### src/rtl/f2h_share_sched.sv
// Round-robin scheduler sharing one single-to-half converter among N_REQ requesters.
// A tag register tracks which requester owns the result currently in the converter stage.
module f2h_share_sched #(
  parameter int N_REQ = 4,
  parameter int IDW   = 2
) (
  input  logic                 aclk,
  input  logic                 rst,
  input  logic [N_REQ-1:0]     req_valid,
  input  logic [N_REQ*32-1:0]  req_data,
  output logic [N_REQ-1:0]     req_ready,
  output logic [31:0]          cvt_data,
  output logic                 cvt_en,
  output logic                 cvt_clken,
  input  logic [15:0]          cvt_result,
  input  logic                 cvt_valid,
  output logic                 res_valid,
  output logic [15:0]          res_data,
  output logic [IDW-1:0]       res_id,
  input  logic                 res_ready,
  input  logic                 flush,
  output logic                 flush_done,
  output logic                 busy,
  output logic                 err_orphan,
  output logic [31:0]          conv_cnt
);

  typedef enum logic [1:0] {IDLE, RUN, FLUSH} state_t;

  localparam logic [IDW:0] NREQ_W = (IDW+1)'(N_REQ);

  state_t         state_q;
  logic [IDW-1:0] last_q;
  logic [IDW-1:0] tag_id_q;
  logic           tag_vld_q;
  logic           flush_done_q;
  logic           err_q;
  logic [31:0]    cnt_q;

  logic           flush_eff;
  logic           gnt_ok;
  logic           gnt_vld;
  logic           gnt;
  logic [IDW-1:0] gnt_id;
  logic [IDW:0]   sum;

  assign res_valid  = cvt_valid & tag_vld_q;
  assign res_data   = cvt_result;
  assign res_id     = tag_id_q;
  assign cvt_clken  = (~res_valid | res_ready) & ~rst;
  // flush is ignored in the cycle flush_done is being presented
  assign flush_eff  = flush & ~flush_done_q;
  assign gnt_ok     = (state_q != FLUSH) & cvt_clken & ~flush_eff;
  assign gnt        = gnt_ok & gnt_vld;
  assign cvt_en     = gnt;
  assign flush_done = flush_done_q;
  assign busy       = (state_q != IDLE) | tag_vld_q;
  assign err_orphan = err_q;
  assign conv_cnt   = cnt_q;

  always_comb begin
    gnt_vld = 1'b0;
    gnt_id  = '0;
    sum     = '0;
    for (int unsigned k = 1; k <= N_REQ; k++) begin
      sum = {1'b0, last_q} + k[IDW:0];
      if (sum >= NREQ_W) sum = sum - NREQ_W;
      if (!gnt_vld && req_valid[sum[IDW-1:0]]) begin
        gnt_vld = 1'b1;
        gnt_id  = sum[IDW-1:0];
      end
    end
  end

  always_comb begin
    req_ready = '0;
    cvt_data  = '0;
    if (gnt) begin
      req_ready[gnt_id] = 1'b1;
      cvt_data          = req_data[{gnt_id, 5'b00000} +: 32];
    end
  end

  always_ff @(posedge aclk or posedge rst) begin
    if (rst) begin
      state_q      <= IDLE;
      last_q       <= IDW'(N_REQ - 1);
      tag_id_q     <= '0;
      tag_vld_q    <= 1'b0;
      flush_done_q <= 1'b0;
      err_q        <= 1'b0;
      cnt_q        <= '0;
    end else begin
      flush_done_q <= 1'b0;
      if (cvt_clken) begin
        tag_id_q  <= gnt_id;
        tag_vld_q <= gnt;
      end
      if (gnt) last_q <= gnt_id;
      if (cvt_valid && !tag_vld_q) err_q <= 1'b1;
      if (res_valid && res_ready) cnt_q <= cnt_q + 32'd1;
      case (state_q)
        IDLE: begin
          if (flush_eff)       state_q <= FLUSH;
          else if (|req_valid) state_q <= RUN;
        end
        RUN: begin
          if (flush_eff)
            state_q <= FLUSH;
          else if (!(|req_valid) && !tag_vld_q && !res_valid)
            state_q <= IDLE;
        end
        FLUSH: begin
          if (!tag_vld_q && !res_valid) begin
            state_q      <= IDLE;
            flush_done_q <= 1'b1;
          end
        end
        default: state_q <= IDLE;
      endcase
    end
  end

endmodule
### config.mk
export PLATFORM = sky130hd
export DESIGN_NAME = f2h_share_sched
export DESIGN_NICKNAME = d
export VERILOG_FILES = /design/src/rtl/f2h_share_sched.sv
export SDC_FILE = /design/constraint.sdc
export NUM_CORES = 1
export LEC_CHECK = 0
export ABC_AREA = 1
export BUFFER_PORTS_ARGS = -buffer_cell sky130_fd_sc_hd__buf_4
export CAP_MARGIN = 20
export CORE_MARGIN = 2
export CORE_UTILIZATION = 44
export DETAILED_ROUTE_END_ITERATION = 8
export PLACE_DENSITY_LB_ADDON = 0.2
export SLEW_MARGIN = 25
export SYNTH_ARGS = -nofsm -noshare
export SYNTH_HDL_FRONTEND = slang
export SYNTH_SLANG_ARGS = --single-unit
### constraint.sdc
create_clock -name aclk -period 3.6 [get_ports aclk]
set_input_delay 1.08 -clock aclk [delete_from_list [all_inputs] [get_ports aclk]]
set_output_delay 1.08 -clock aclk [all_outputs]
set_load 0.03 [all_outputs]
# Word-level counts from Yosys, hierarchy flattened
# Index checks and enable logic that the tools add are counted.
# totals
ff_bits	41
out_inout_bits	92
inputBits	153
# classes
addsub	9
muxes	32
n_eq_ne	6
n_bitwise	12
n_lt_le_gt_ge	10
shift	1
reduce_logical	19
# op_table
op	n
$shiftx A128 B8 Y32	1
$add A32 B1 Y32 const B	1
$mux W32	1
$mux W2	13
$lt A2 B3 Y1 const B	5
$ge A3 B3 Y1 const B	4
$mux W1	11
$logic_and A1 B1 Y1	9
$bmux W1 S2	4
$sub A2 B1 Y2 const B	4
$add A2 B2 Y3 const B	2
$and A1 B1 Y1	6
$logic_not A1 Y1	6
$ne A3 B3 Y1 const B	2
$pmux W2 S3	1
$mux W4	1
$ne A2 B2 Y1 const B	2
$not A1 Y1	4
$reduce_or A4 Y1	1
$add A2 B1 Y3 const B	1
$add A2 B3 Y3 const B	1
$reduce_and A3 Y1	1
$demux W1 S2	1
$eq A2 B1 Y1 const B	1
5 further kinds	6

# Depth between registers and ports, before layout
# Gate-level depths: netlist (run 1).
# logic_depth
ltp_word	20
mapped_depth	16
depth_no_buf	14

# Worst setup path after synthesis (run 1)
# Ideal clock, no wire load.
# synth_path
path_kind	in2out
startpoint	input port cvt_valid
endpoint	output port cvt_data[11]
required_ns	2.520
path_stages	6
path_buffers	1
path_slack_ns	-0.448
arrival_ns	2.968
cell_sequence	nand2_1 nor2_1 nor2_1 nand4_2 clkbuf_1 a21oi_1
# synth_via
elab_chain_cells	8
# synth_rtl
element	line_no	source
start, declared	16	input logic cvt_valid,
$and A1 B1 Y1	47	assign res_valid = cvt_valid & tag_vld_q;
$not A1 Y1	50	assign cvt_clken = (~res_valid | res_ready) & ~rst;
$or A1 B1 Y1	50	
$and A1 B1 Y1	50	
via cvt_clken	14	output logic cvt_clken,
$and A1 B1 Y1 (2 in a row)	53	assign gnt_ok = (state_q != FLUSH) & cvt_clken & ~flush_eff;
$and A1 B1 Y1	54	assign gnt = gnt_ok & gnt_vld;
$mux W32	78	if (gnt) begin
end, declared	12	output logic [31:0] cvt_data,
# The timed path passes the listed nets, and every way through them passes these cells.

# Worst setup path in the final report (run 1)
# layout_path
startpoint	input port req_valid[0]
endpoint	output port cvt_data[20]
# layout_via
elab_chain_cells	14
word_cells_on_any_way	25
# layout_rtl
element	line_no	source
start, declared	9	input logic [N_REQ-1:0] req_valid,
$bmux W1 S2	68	if (!gnt_vld && req_valid[sum[IDW-1:0]]) begin
$mux W1 (not written as such)	68	
$mux W1	68	
$logic_not A1 Y1	68	
$logic_and A1 B1 Y1	68	
$mux W1	68	
$logic_not A1 Y1	68	
$logic_and A1 B1 Y1	68	
$mux W1	68	
$logic_not A1 Y1	68	
$logic_and A1 B1 Y1	68	
$mux W2 or $mux W1 (tied branches)	68	
$shiftx A128 B8 Y32 or $and A1 B1 Y1 (tied branches)	80, 54	
$mux W32 *	78	
# Every way passes the cells marked *; elsewhere a longest branch is shown, timed or not. The select of a mux whose other input is x is not followed.

==> results of run 1 <==
worst paths after layout:
check                      cells after the start      endpoint  slack (ps)          from
min in group asynchronous                      3   conv_cnt[0]         830           rst
max                                           15  cvt_data[20]        -120  req_valid[0]
max in group asynchronous                      3     last_q[0]        2490           rst
min                                            1    err_orphan         460    err_orphan
max reg2reg                                   10  conv_cnt[26]        1530   conv_cnt[0]
min reg2reg                                    1    err_orphan         460    err_orphan
registers in the layout, summed over array words and instances, names as in the netlist:
| signal | count |
|---|---|
| flush_done | 1 |
| state_q | 2 |
| conv_cnt | 32 |
| res_id | 2 |
| err_orphan | 1 |
| tag_vld_q | 1 |
| last_q | 2 |
cells in the final DEF (no fill, tap or decap), drive strengths merged, types with 5 or more instances in the layout:
cell	synthesis	final
xnor2	9	9
nand2	271	271
dfrtp	39	39
o21ai	7	7
a21oi	12	12
nor4	7	7
buf	36	254
nand3	55	55
inv	89	89
nor2	40	40
nor3	9	9
clkbuf	2	5
or2	16	16
xor2	19	19
nand4	20	20
routing by layer:
| layer | up-vias | GRT usage (%) |
|---|---|---|
| met3 | 65 | 9.281 |
| li1 | 2421 | - |
| met1 | 2350 | 37.11 |
| met2 | 236 | 54.22 |
| met4 | 0 | 13.46 |
| met5 | - | 0 |
logic make-up after synthesis:
group,Yosys count
DFF,41
and+or+nand+nor,421
buffers and inverters,128
xor gates and xnor gates,28
AOI/OAI and AO/OA,23
adders and majority gates,1
report_power, final:
part           switching, mW  total (mW)  internal [mW]
Clock                  0.177       0.317          0.140
Sequential            0.0815       0.623          0.541
Combinational           2.86        5.30           2.45
synthesized netlist by cell type, types with 2 or more instances:
| library cell | instances |
|---|---|
| a21oi_1 | 11 |
| nand2_2 | 4 |
| nor2_1 | 38 |
| inv_2 | 4 |
| xor2_1 | 19 |
| or2_0 | 10 |
| dfstp_2 | 2 |
| or2_1 | 5 |
| nor3_1 | 9 |
| dfrtp_1 | 39 |
| a21o_1 | 2 |
| nand3_1 | 53 |
| xnor2_1 | 9 |
| buf_4 | 21 |
| nor4_1 | 7 |
| buf_2 | 13 |
| nand3_4 | 2 |
| inv_1 | 84 |
| nand4_1 | 19 |
| o21ai_0 | 7 |
| nand2_1 | 266 |
| clkbuf_1 | 2 |
| nand3b_1 | 2 |
| buf_6 | 2 |
layout make-up:
type	count	share of cell area, %
clock buffer	5	1.028
clock inverter	3	0.3740
inverter	90	5.273
multi-input combinational	473	40.09
sequential	41	15.37
tap	108	2.019
timing repair buffer	254	35.85
worst max-delay path: stages:
cell	delay, ps
buf_8	110
nand2_4	60
nand2_4	70
nand2_2	60
nand2_2	70
nand2_2	100
nand2_2	70
nand2_4	70
nand3_4	100
buf_4	180
buf_16	130
or2_0	220
nand3_1	100
nand2_1	80
buf_6	140
what timing repair did:
action | 4_1_cts | 5_1_grt
buffers inserted | 12 | 1
pin swaps | 54 | 34
endpoints found under the hold margin | 0 | 0
gates resized for setup | 128 | 58
setup endpoints to repair | 34 | 34
gates cloned | 9 | 0
==> metrics.yaml, run 1 <==
clocking:
  insertion_delay_ps: 310
  postCtsHoldBufs: 0
  cts.clk_slew.worst_paths_ps: 90
  numCtsBuffers: 5
  clock-sinks: 41
  htree_levels: 2
  root_buffer: "clkbuf_8"
  cts_tree: "built"
  clock_path_buffers: 2
timing:
  fin_ws_ps: -115.6
  min_period_ps: 3716
  finalHoldViolCount: 0
  fmax_mhz: 269.1
  setup_viol: 32
  slew_headroom_pct: 60.21
  slew_viol_final: 0
  fin_hold_ws_ps: 461.9
  fin_skew_ps: 10.65
  worst_slew_pin_slew_ps: 591.4
  fin_crit_sh_pct: 103.2
  grt_setup_unrepaired: "true"
  tns_ps: -2224
placement:
  placed_cell_area_um2: 5607
  dp_slack_ps: -115.7
  numPlacedInstances: 946
  io_buffers: 212
  place.gp.congestion: 0.9905
  place_hpwl_mm: 11.43
routing:
  met3_length_mm: 1.438
  dr.pass1.iters: 5
  drt-total-wl_mm: 15.67
  wire_per_inst_um: 16.09
  wirelength_met1_mm: 5.756
  drt_iter0_drc: 147
  ant_nets: 0
  drcViolationCount: 0
  vias: 5072
  routed_via_density: 5.207
  dr_wl_met2_mm: 7.730
  top_layer: "met4"
power_and_ir_drop:
  powerDensity_nw_per_um2: 933.1
  finalPower_mw: 6.244
  power_leakage_nw: 3.746
  ir_worst_vdd_mv: 0.4769
worst_setup_path:
  worstPathMaxFanout: 7
  cp_data_arrival_time_ps: 2640
  critical_path_class: "in -> out"
  critPathRequiredTime_ps: 2520
  worstSetupEndpointType: "primary output"
  critical_path.startpoint_type: "input pin"
worst_hold_path:
  hp-class: "reg -> reg"
synthesis:
  synth_top_family_by_area: "simple AND/OR/NAND/NOR gates"
  synthCells: 642
  ys_ff_latch: 41
  synth_xor_area_share_pct: 6.353
  avgSynthCellArea_um2: 6.012
  synth_cell_types: 36
  synth_top_area_share_pct: 25.87
  synthMuxAreaShare_pct: 0
  ys_seq_area_share_pct: 26.65
  synthAdderAreaFrac_pct: 0.3241
  syn_nets: 796
  synth.top_cells.by_area: "nand2_1, dfrtp_1, inv_1"
  yosysWarningCount: 0
  syn_area_um2: 3860
  synth_simple_gate_area_share_pct: 47.94
  synth_compound_area_share_pct: 3.371
  ys.flop_type: "dfrtp_1"
  synthArstFlopShare_pct: 100.0
  synth_edf_count: 0
  yosys.area.top_type: "nand2_1"
layout:
  seq_area_um2: 1028
  post-route-util_pct: 77.87
  area_delta_synth_final_pct: 73.36
  fillers: 614
  insertedDiodeCount: 0
  drive_above_1_share_pct: 42.96
  nets: 1019
  instances_no_fill: 974
  multi_input_area_um2: 2683
  final_cell_area_um2: 6691
global_routing:
  grtUsageTotal_pct: 31.77
  grt_first_pass_wirelength_mm: 24.70
  gr-total-overflow: 0
  grt_pass1_vias: 5001
  antenna_found_initial: 0
  grt_max_degree: 25
floorplan:
  design.core.area_um2: 8593
  start_util_pct: 44.92
  rows: 34
  dieArea_um2: 9537
  num_io_pins: 245
  fp.dieW_um: 97.66
  die_h_um: 97.66
run:
  max_cap_viol_count: 0
outcome:
  violations: "negative setup slack"
  status: "finished with violations"
Power figures use the tool's default switching activity.
==> inputs of run 2 (changes only) <==
- PLACE_DENSITY: unset -> 0.82
- PLACE_DENSITY_LB_ADDON: 0.2 -> unset
==> run 2 against run 1 <==
Compared with the run above:
- the flow still finishes with violations (negative setup slack)
- die area unchanged
- maximum frequency decreased by 0.46%
- clock skew fell by 4.5 ps
- count of clock-buffer cells in the layout unchanged
- critical path type unchanged
==> metrics.yaml, run 2 (synthesis results as in run 1) <==
routing:
  drt_iter0_drc: 225
  ant_nets: 0
  dr.pass1.iters: 5
  routed_via_density: 5.153
  drt-total-wl_mm: 14.46
  drcViolationCount: 0
  vias: 5009
  wire_per_inst_um: 14.88
floorplan:
  fp.dieW_um: 97.66
  design.core.area_um2: 8593
  die_h_um: 97.66
  num_io_pins: 245
  start_util_pct: 44.92
  rows: 34
  dieArea_um2: 9537
worst_setup_path:
  critical_path.startpoint_type: "input pin"
  cp_data_arrival_time_ps: 2650
  path_buf_inv: 5
  worst_path_largest_cell_delay_ps: 150
  cp_cell_sequence: "buf_6 -> nand2_2 -> nand2_2 -> nand2_2 -> nand2_2 -> a21oi_2 -> nand2_1 -> nand2_2 -> nand2_4 -> buf_12 -> nor2_8 -> buf_12 -> buf_12 -> nand2_4 -> nand2_4 -> buf_6"
  critPathRequiredTime_ps: 2520
  reg2reg_from: "last_q[0]"
  worstSetupEndpointType: "primary output"
  cpMostUsedCell: "nand2_2"
  cp_slowest_cell: "a21oi_2"
  critical_path_class: "in -> out"
  crit_family: "simple AND/OR/NAND/NOR gates"
  startpoint: "req_valid[1]"
  worstPathMaxFanout: 8
layout:
  final_common_cell: "nand2_1"
  layout_common_cells: "nand2_1, buf_4, inv_1, nand3_1, dfrtp_1"
  final_cell_area_um2: 6332
  post-route-util_pct: 73.69
  nets: 1017
  insertedDiodeCount: 0
  area_delta_synth_final_pct: 64.05
  largest_reg_flops: 32
  drive_above_1_share_pct: 39.58
clocking:
  cts_tree: "built"
  clock_path_buffers: 2
  htree_levels: 2
  clock-sinks: 41
  numCtsBuffers: 5
  insertion_delay_ps: 300
  cts.clk_slew.worst_paths_ps: 80
  root_buffer: "clkbuf_8"
global_routing:
  antenna_found_initial: 0
  grt_first_pass_wirelength_mm: 23.02
  gr-total-overflow: 0
  grtUsageTotal_pct: 29.06
  grt_pass1_vias: 4923
  grt_max_degree: 42
power_and_ir_drop:
  power_leakage_nw: 3.652
  finalPower_mw: 5.254
  powerDensity_nw_per_um2: 829.8
  ir_worst_vdd_mv: 0.4156
placement:
  io_buffers: 212
  place_hpwl_mm: 10.84
  dp_slack_ps: -155.6
  placed_cell_area_um2: 5562
  place.gp.congestion: 0.9477
outcome:
  status: "finished with violations"
  violations: "negative setup slack"
timing:
  setup_viol: 36
  fin_crit_sh_pct: 103.7
  fin_skew_ps: 6.198
  grt_setup_unrepaired: "true"
  finalHoldViolCount: 0
  fin_ws_ps: -132.8
  min_period_ps: 3733
  slew_viol_final: 0
  fin_hold_ws_ps: 476.7
  slew_headroom_pct: 62.93
  worst_slew_pin_slew_ps: 551.0
  fmax_mhz: 267.9
worst_hold_path:
  worstHoldStart: "err_orphan"
  hp-class: "reg -> reg"
run:
  max_cap_viol_count: 0
## run 2: cell count changes in the layout (fill, tap and decap cells not counted), sizes merged
cell      before  now
buf          254  251
bufinv         0    2
clkinv         3    2
clkinvlp       1    0
nand3         55   56
## run 2: layer usage
layer | track usage (%) | routed length (µm) | vias up
met4 | 12.29 | 563 | 0
met3 | 5.827 | 966 | 50
met2 | 52.57 | 7443 | 227
li1 | - | - | 2404
met5 | 0 | 0 | -
met1 | 33.09 | 5489 | 2328
## run 2: through the flow
| stage | setup TNS, ps | std cells |
|---|---|---|
| global placement | -1369 | 945 |
| floorplan | 0 | 642 |
| finish | -3038 | 972 |
| detailed placement | -2683 | 945 |
| CTS | -1412 | 966 |
| global route | -7104 | 972 |
## run 2: report_power, final
part / leakage [nW] / switching, mW / internal (mW)
clock: 0.0681 / 0.165 / 0.275
combinational: 3.06 / 2.45 / 1.73
sequential: 0.522 / 0.0935 / 0.542
## run 2: final cells by class
cell class,count,area [µm²]
inverter,90,345.3
sequential,41,1028
multi-input combinational,474,2521
timing repair buffer,251,2168
fill,673,2261
clock inverter,3,65.06
clock buffer,5,68.82
tap,108,135.1
## run 2: path summary, 6_finish.rpt
kind / endpoint / slack (ps) / cells past startpoint
max: cvt_data[29] / -130 / 16
min: err_orphan / 480 / 1
max reg2reg: last_q[1] / 1430 / 14
min reg2reg: err_orphan / 480 / 1
max in group asynchronous: last_q[0] / 2310 / 3
min in group asynchronous: flush_done / 930 / 3
## run 2: timing repair
item	4_1_cts	5_1_grt
endpoints found under the setup margin	34	36
pin swaps	44	23
hold buffers	0	0
gates cloned	2	1
buffers inserted	11	6
gates resized for setup	87	34
==> inputs of run 3 (changes only) <==
- ABC_AREA: 1 -> 0
- CORE_AREA: unset -> 2 2 96 98
- CORE_MARGIN: 2 -> unset
- CORE_UTILIZATION: 44 -> unset
- DIE_AREA: unset -> 0 0 98 100
- PLACE_DENSITY: 0.82 -> 0.73
==> run 3 against run 2 <==
Compared with the run above:
- the flow still finishes with violations (negative setup slack)
- synthesized cell count decreased by 53%
- register-to-register slack improved by 230 ps
- sequential share of layout area is 0.68 points lower
- non-clock buffer count increased by 10
==> metrics.yaml, run 3 <==
clocking:
  clock_path_buffers: 2
  postCtsHoldBufs: 0
  numCtsBuffers: 5
  cts_tree: "built"
  htree_levels: 2
  root_buffer: "clkbuf_8"
  clock-sinks: 41
  cts.clk_slew.worst_paths_ps: 70
  insertion_delay_ps: 290
global_routing:
  grt_max_degree: 42
  grtUsageTotal_pct: 26.21
  grt_first_pass_wirelength_mm: 20.07
  grt_pass1_vias: 3744
  gr-total-overflow: 0
  antenna_found_initial: 0
synthesis:
  synth_edf_count: 0
  synth_commonest_cells: "mux2i_1, dfrtp_1, o22ai_1"
  synth_top_area_share_pct: 31.94
  synthArstFlopShare_pct: 100.0
  ys_ff_latch: 41
  synthCells: 303
  yosysMostFrequentCell: "mux2i_1"
  syn_area_um2: 3055
  synth.top_cells.by_area: "dfrtp_1, mux2i_1, xnor2_1"
  ys_seq_area_share_pct: 33.66
  syn_nets: 457
  avgSynthCellArea_um2: 10.08
  yosys.area.top_type: "dfrtp_1"
  yosysWarningCount: 0
  ys.flop_type: "dfrtp_1"
  synth_cell_types: 43
placement:
  place_hpwl_mm: 8.830
  place.gp.congestion: 0.7658
  numPlacedInstances: 629
  dp_slack_ps: -328.8
  io_buffers: 212
worst_setup_path:
  worstSetupEndpointType: "primary output"
  cp_data_arrival_time_ps: 2800
  worstPathMaxFanout: 7
  reg2reg_depth: 5
  cp-endpoint: "cvt_data[24]"
  critical_path_class: "in -> out"
  critical_path.startpoint_type: "input pin"
  critPathRequiredTime_ps: 2520
  reg2reg_from: "tag_vld_q"
  startpoint: "req_valid[1]"
  r2r_end: "conv_cnt[24]"
  regToRegSetupSlack_ps: 1660
layout:
  area_delta_synth_final_pct: 116.3
  instances_no_fill: 652
  drive_above_1_share_pct: 70.43
  nets: 694
  layout_common_cells: "buf_4, mux2i_4, dfrtp_1, buf_6, o22ai_4"
  insertedDiodeCount: 0
  largest_reg_flops: 32
  final_common_cell: "buf_4"
  post-route-util_pct: 74.33
floorplan:
  die_h_um: 100
  num_io_pins: 245
  design.core.area_um2: 8890
  dieArea_um2: 9800
  start_util_pct: 34.37
  fp.dieW_um: 98
  rows: 35
timing:
  fin_crit_sh_pct: 107.8
  setup_viol: 32
  slew_headroom_pct: 65.49
  worst_slew_pin_slew_ps: 513.4
  min_period_ps: 3880
  fin_skew_ps: 8.619
  grt_setup_unrepaired: "true"
  slew_viol_final: 0
  fmax_mhz: 257.7
  fin_ws_ps: -280.2
  finalHoldViolCount: 0
outcome:
  violations: "negative setup slack"
  status: "finished with violations"
routing:
  dr.pass1.iters: 4
  wire_per_inst_um: 20.37
  vias: 3403
  ant_nets: 0
  drt_iter0_drc: 89
  drt-total-wl_mm: 13.28
  routed_via_density: 5.219
  drcViolationCount: 0
run:
  max_cap_viol_count: 0
power_and_ir_drop:
  ir_worst_vdd_mv: 0.3326
  finalPower_mw: 3.701
  power_leakage_nw: 2.819
  powerDensity_nw_per_um2: 560.1
worst_hold_path:
  worstHoldStart: "conv_cnt[31]"
  hp-class: "reg -> reg"
## run 3: cell count changes after synthesis, sizes merged, moves of 8 or more
cell and change:
inv -78, o22ai +32, xor2 -13, nor2 -32, nor3 -8, a21oi -9, nand3 -45, mux2i +64
nand4 -10, xnor2 +16, or2 -16, nand2 -245
## run 3: cells by family (layout without fill, tap and decap cells)
logic type | after synthesis | after routing | share of synthesized area [%]
fa+ha+maj | 1 | 1 | 0.4094
xor+xnor | 31 | 31 | 8.886
buf+inv | 42 | 280 | 10.20
flops | 41 | 41 | 33.66
simple gates | 74 | 74 | 13.10
mux | 65 | 65 | 21.33
compound gates | 49 | 49 | 12.41
## run 3: worst min path at each step
stage | cells past startpoint | slack [ps] | endpoint
final | 1 | 490 | conv_cnt[31]
after global routing | 1 | 510 | err_orphan
after CTS | 2 | 490 | res_id[1]
after detailed placement | 2 | 470 | res_id[1]
after global placement | 1 | 450 | err_orphan
after floorplan | 2 | 510 | last_q[0]
## run 3: layout make-up
type | count | area [µm²]
clock buffers | 7 | 86.33
well taps | 111 | 138.9
inverters | 11 | 45.04
flip-flops and latches | 41 | 1028
clock inverters | 1 | 30.03
multi-input cells | 220 | 2913
repair buffers | 261 | 2366
fillers | 560 | 2282
## run 3: metrics by stage
stage,setup TNS (ps),area [µm²],hold slack (ps)
finish,-7157,6608,489.6
global route,-8014,6608,508.9
CTS,-6535,6487,487.4
detailed placement,-9040,5311,466.6
global placement,-8097,5311,445.3
floorplan,-19600,3501,510.0
## run 3: power by group
group,internal (mW),switching [mW]
sequential,0.528,0.0767
combinational,1.45,1.26
clock,0.226,0.155
## run 3: critical path: stages
cell and delay [ps]:
buf_6 100, mux2_4 260, a32o_2 250, a21oi_4 160
buf_12 150, buf_12 120, buf_16 150, mux2i_4 280
o22ai_4 90, buf_6 140
## run 3: layer usage
metal	vias up	part of all wire, %	wire (µm)	global-route usage, %
li1	1584	-	-	-
met1	1642	36	4768	29.37
met2	150	55	7247	47.95
met3	27	7.0	930	7.591
met4	0	2.5	334	8.547
met5	-	0	0	0
## run 3: timing repair
| action | 4_1_cts | 5_1_grt |
|---|---|---|
| pin swaps | 21 | 12 |
| cloned | 4 | 1 |
| setup buffers | 7 | 4 |
| resized for setup | 156 | 14 |
| setup endpoints to repair | 35 | 36 |
